<file path="src/rtl/video_sync_timing_ctrl.sv">
// ---------------------------------------------------------------------------
// video_sync_timing_ctrl
//
// Raster timing controller for one video channel. A horizontal pixel counter
// and a vertical line counter each walk through the phases
// ACTIVE -> FRONT -> SYNC -> BACK. Sync and blank are decoded from these
// phases and drive the sync/blank output stage.
//
// Ports
//   blif_clk_net    in   clock, rising edge
//   blif_reset_net  in   asynchronous active-low reset
//   en              in   pixel advance enable
//   sync_clr        in   synchronous restart to pixel 0, line 0
//   hcnt            out  pixel index, 0..H_TOTAL-1
//   vcnt            out  line index, 0..V_TOTAL-1
//   hsync / vsync   out  active-high syncs (registered)
//   csync           out  hsync ^ vsync (registered)
//   blank           out  high outside the active region (registered)
//   line_end        out  combinational: en & hcnt==H_TOTAL-1
//   frame_end       out  combinational: line_end & vcnt==V_TOTAL-1
//   hphase / vphase out  phase state: 0 ACT, 1 FP, 2 SYN, 3 BP
// ---------------------------------------------------------------------------
module video_sync_timing_ctrl #(
  parameter int H_ACT = 640,
  parameter int H_FP  = 16,
  parameter int H_SYN = 96,
  parameter int H_BP  = 48,
  parameter int V_ACT = 480,
  parameter int V_FP  = 10,
  parameter int V_SYN = 2,
  parameter int V_BP  = 33,
  parameter int CW    = 11
) (
  input  logic          blif_clk_net,
  input  logic          blif_reset_net,
  input  logic          en,
  input  logic          sync_clr,
  output logic [CW-1:0] hcnt,
  output logic [CW-1:0] vcnt,
  output logic          hsync,
  output logic          vsync,
  output logic          csync,
  output logic          blank,
  output logic          line_end,
  output logic          frame_end,
  output logic [1:0]    hphase,
  output logic [1:0]    vphase
);

  localparam int H_TOTAL = H_ACT + H_FP + H_SYN + H_BP;
  localparam int V_TOTAL = V_ACT + V_FP + V_SYN + V_BP;
  localparam logic [CW-1:0] H_LAST = CW'(H_TOTAL - 1);
  localparam logic [CW-1:0] V_LAST = CW'(V_TOTAL - 1);

  typedef enum logic [1:0] {
    PH_ACT = 2'd0,
    PH_FP  = 2'd1,
    PH_SYN = 2'd2,
    PH_BP  = 2'd3
  } phase_t;

  // Control semantics (no handshake): en qualifies every advance; with en=0
  // all registers hold and both strobes are 0. sync_clr wins over en and over
  // any wrap on the same edge, while the strobes still show the pre-clear
  // position during that cycle.

  phase_t        h_state, h_state_nxt;
  phase_t        v_state, v_state_nxt;
  logic [CW-1:0] h_loc, h_loc_nxt;     // position inside the current h phase
  logic [CW-1:0] v_loc, v_loc_nxt;     // position inside the current v phase
  logic [CW-1:0] hcnt_nxt, vcnt_nxt;

  function automatic logic [CW-1:0] h_last(input phase_t p);
    case (p)
      PH_ACT:  h_last = CW'(H_ACT - 1);
      PH_FP:   h_last = CW'(H_FP - 1);
      PH_SYN:  h_last = CW'(H_SYN - 1);
      default: h_last = CW'(H_BP - 1);
    endcase
  endfunction

  function automatic logic [CW-1:0] v_last(input phase_t p);
    case (p)
      PH_ACT:  v_last = CW'(V_ACT - 1);
      PH_FP:   v_last = CW'(V_FP - 1);
      PH_SYN:  v_last = CW'(V_SYN - 1);
      default: v_last = CW'(V_BP - 1);
    endcase
  endfunction

  // BP wraps back to ACT through the natural 2-bit rollover.
  function automatic phase_t next_phase(input phase_t p);
    next_phase = phase_t'(p + 2'd1);
  endfunction

  assign line_end  = en & (hcnt == H_LAST);
  assign frame_end = line_end & (vcnt == V_LAST);
  assign hphase    = h_state;
  assign vphase    = v_state;

  always_comb begin
    h_state_nxt = h_state;
    v_state_nxt = v_state;
    h_loc_nxt   = h_loc;
    v_loc_nxt   = v_loc;
    hcnt_nxt    = hcnt;
    vcnt_nxt    = vcnt;
    if (sync_clr) begin
      h_state_nxt = PH_ACT;
      v_state_nxt = PH_ACT;
      h_loc_nxt   = '0;
      v_loc_nxt   = '0;
      hcnt_nxt    = '0;
      vcnt_nxt    = '0;
    end else if (en) begin
      if (h_loc == h_last(h_state)) begin
        h_loc_nxt   = '0;
        h_state_nxt = next_phase(h_state);
      end else begin
        h_loc_nxt = h_loc + CW'(1);
      end
      hcnt_nxt = (hcnt == H_LAST) ? '0 : hcnt + CW'(1);

      if (line_end) begin
        if (v_loc == v_last(v_state)) begin
          v_loc_nxt   = '0;
          v_state_nxt = next_phase(v_state);
        end else begin
          v_loc_nxt = v_loc + CW'(1);
        end
        vcnt_nxt = (vcnt == V_LAST) ? '0 : vcnt + CW'(1);
      end
    end
  end

  // Sync/blank are decoded from the next state so that, once registered,
  // they line up with the counters and phases shown on the same cycle.
  always_ff @(posedge blif_clk_net or negedge blif_reset_net) begin
    if (!blif_reset_net) begin
      h_state <= PH_ACT;
      v_state <= PH_ACT;
      h_loc   <= '0;
      v_loc   <= '0;
      hcnt    <= '0;
      vcnt    <= '0;
      hsync   <= 1'b0;
      vsync   <= 1'b0;
      csync   <= 1'b0;
      blank   <= 1'b0;
    end else begin
      h_state <= h_state_nxt;
      v_state <= v_state_nxt;
      h_loc   <= h_loc_nxt;
      v_loc   <= v_loc_nxt;
      hcnt    <= hcnt_nxt;
      vcnt    <= vcnt_nxt;
      hsync   <= (h_state_nxt == PH_SYN);
      vsync   <= (v_state_nxt == PH_SYN);
      csync   <= (h_state_nxt == PH_SYN) ^ (v_state_nxt == PH_SYN);
      blank   <= (h_state_nxt != PH_ACT) | (v_state_nxt != PH_ACT);
    end
  end

endmodule

</file>
<file path="config.mk">
export PLATFORM = sky130hd
export DESIGN_NAME = video_sync_timing_ctrl
export DESIGN_NICKNAME = d
export VERILOG_FILES = /design/src/rtl/video_sync_timing_ctrl.sv
export SDC_FILE = /design/constraint.sdc
export NUM_CORES = 1
export LEC_CHECK = 0
export BUFFER_PORTS_ARGS = -buffer_cell sky130_fd_sc_hd__clkbuf_2
export CAP_MARGIN = 40
export CORE_AREA = 2 2 90 92
export DETAILED_ROUTE_END_ITERATION = 8
export DIE_AREA = 0 0 92 94
export GPL_ROUTABILITY_DRIVEN = 0
export PLACE_DENSITY = 0.62
export SKIP_LAST_GASP = 1
export SLEW_MARGIN = 40
export SYNTH_ARGS = -nofsm -noshare
export SYNTH_HDL_FRONTEND = slang
export SYNTH_SLANG_ARGS = --single-unit
</file>
<file path="constraint.sdc">
create_clock -name blif_clk_net -period 4.13 [get_ports blif_clk_net]
set_clock_uncertainty 0.2 [all_clocks]
set_input_delay 0.826 -clock blif_clk_net [delete_from_list [all_inputs] [get_ports blif_clk_net]]
set_output_delay 0.826 -clock blif_clk_net [all_outputs]
set_load 0.03 [all_outputs]
</file>
==> metrics.yaml <==
status: "complete, no violations"
grt_pass1_vias: 2450
p_sw_mw: 0.214
combPwrFrac_pct: 5.9
finalSetupViolCount: 0
r2r_slack_ps: 1080
clk_pin_slew_ps: 90
grt_use_met2_pct: 27.0
regToRegEndpoint: "csync"
die_y_um: 94
drt_drc_violations_left: 0
hp-class: "in2async"
seqPwrFrac_pct: 56.4
drtPass1Iterations: 4
powerDensity_mw_per_mm2: 276
synth-edff-count: 0
io_pins: 36
synthesis.area_sq_mm: 0.00299
gr-total-overflow: 0
yosysTopAreaCellShare_pct: 43.6
syn2layout_area_growth_pct: 11.9
final_hold_viol_count: 0
avgViaCountPerCell: 5.39
ys_ff_latch: 52
syn_avg_cell_area_sq_um: 8.99
swShare_pct: 23.2
grt_pass1_wl_mm: 11.5
grt_start_max_net_pins: 35
cts_buffer_depth: 2
layout.nets: 379
leakage_nw: 1.46
async_flop_share_pct: 100
drive_gt1_share_pct: 16.9
cts_htree_levels: 2
min_period_ps: 3560
final_cell_mix: "dfrtp_1 (52), nor2_1 (42), clkbuf_2 (34)"
rsz0062_at_grt: "false"
critical_path.startpoint: "hcnt[0]"
fp.coreArea_sq_mm: 0.00761
synthCells: 332
top_usage_layer: "met2"
met3_usage_pct: 4.09
r2r_cells: 8
die_w_um: 92
cp.arrival_ps: 2530
yosys.area.top_type: "dfrtp_1"
slew_viol_final: 0
antenna_found_initial: 0
row_count: 32
cts_buffers: 5
post_cts_buffers: 0
ys_warn_count: 0
drt_wl_total_mm: 6.60
synth_area_leaders: "dfrtp_1 (44%), o21ai_0 (5.5%), nor2_1 (5.3%)"
final_core_util_pct: 43.9
numPortBuffers: 35
routedWlPerCell_um: 14.1
final_common_cell: "dfrtp_1"
max-slew-margin-rel_pct: 57.5
fillers: 785
yosysSeqAreaShare_pct: 43.6
ctsRootBufferMaster: "clkbuf_8"
drv_cap: 0
synth_nets: 346
end_kind: "output port"
die_area_sq_mm: 0.00865
crit_end: "frame_end"
required_ps: 3100
reg2reg_from: "vphase[0]"
critical_path_class: "reg2out"
clock-sinks: 52
synth_top_flop_cell: "dfrtp_1"
vias: 2523
clkPwrFrac_pct: 37.7
worst_pin_slew_ps: 637
start_kind: "register"
grt_usage_pct: 16.4
dr.first_iter.drc_count: 114
antenna_cells: 0
cts_resized: 0
ant_nets: 0
irDropWorstVdd_uv: 154
initial_core_util_pct: 39.2
cts_tree: "done"
finalCritPeriodShare_pct: 86.1
hold_buffers: 0
finalSetupTns_ps: 0
max_freq_ghz: 0.281
hpwl_mm: 4.75
internal-power_mw: 0.707
cp_max_fo: 19
ys_types: 53
worstSkewPairLatency_ps: 310
grtUsageMet1_pct: 21.5
synthesized netlist by cell type, drive strengths merged (2+ instances only):
| cell type | n |
|---|---|
| nand2b | 2 |
| o21ai | 34 |
| o41ai | 3 |
| dfrtp | 52 |
| or4 | 8 |
| nor3 | 5 |
| a21oi | 20 |
| nand3b | 3 |
| ha | 10 |
| nand4 | 12 |
| o31ai | 2 |
| or3b | 3 |
| and2 | 3 |
| inv | 10 |
| xor2 | 11 |
| and3 | 11 |
| nor3b | 5 |
| a31oi | 9 |
| xnor2 | 10 |
| nor2 | 43 |
| or3 | 4 |
| nand2 | 29 |
| buf | 3 |
| nor4 | 2 |
| clkbuf | 10 |
| o211ai | 3 |
| nand3 | 12 |
registers in the layout (all words and copies together) (netlist names):
name / count
h_loc: 11
hcnt: 11
v_loc: 11
vcnt: 11
hphase: 2
vphase: 2
blank: 1
csync: 1
hsync: 1
vsync: 1
worst min path at each step:
stage,start,end
floorplan,v_loc[10],v_loc[10]
global placement,v_loc[10],v_loc[10]
detailed placement,v_loc[10],v_loc[10]
CTS,blif_reset_net,hphase[0]
global route,blif_reset_net,vcnt[10]
finish,blif_reset_net,vcnt[9]
cells by family (layout without fill, tap and decap cells):
| kind of cell | count (synthesis) | in the layout | synth area share, % |
|---|---|---|---|
| simple gates | 148 | 148 | 26.4 |
| buf+inv | 24 | 58 | 4.48 |
| flops | 52 | 52 | 43.6 |
| compound gates | 76 | 76 | 14.8 |
| mux | 1 | 1 | 0.335 |
| xor+xnor | 21 | 21 | 6.16 |
| fa+ha+maj | 10 | 10 | 4.19 |
per-stage QoR:
stage	worst slack [ps]	total power [mW]	hold slack, ps	cells	area [sq um]
floorplan	873	0.563	252	332	2990
global placement	834	0.584	277	460	3230
detailed placement	822	0.586	291	460	3230
CTS	585	0.937	292	468	3340
global route	450	0.963	317	468	3340
finish	575	0.922	284	468	3340
per-layer routing:
layer	vias up	routed length (um)
met5	-	0
li1	1253	-
met3	8	207
met1	1225	3180
met2	37	3130
met4	0	86
worst max-delay path: stages, from the launching register on:
cell and delay (ps):
dfrtp_1 470, ha_1 270, or3b_1 380, or4_1 470, buf_4 220, clkinv_4 90, and2_1 120, clkbuf_2 200
cell type report:
| type | count | area (sq um) | area share [%] |
|---|---|---|---|
| inverter | 11 | 46.3 | 1.39 |
| tap | 102 | 128 | 3.82 |
| multi-input combinational | 256 | 1550 | 46.4 |
| sequential | 52 | 1300 | 39.0 |
| clock inverter | 2 | 35.0 | 1.05 |
| clock buffer | 6 | 72.6 | 2.17 |
| timing repair buffer | 39 | 208 | 6.22 |
power by group through the flow:
stage | clock network, mW | registers, mW | logic [mW]
6_report | 0.347 | 0.520 | 0.0544
5_1_grt | 0.380 | 0.521 | 0.0626
4_1_cts | 0.361 | 0.520 | 0.0559
3_5_place_dp | 0 | 0.530 | 0.0556
3_3_place_gp | 0 | 0.529 | 0.0550
2_1_floorplan | 0 | 0.535 | 0.0284
No activity file was read; power rests on OpenSTA's default activity.
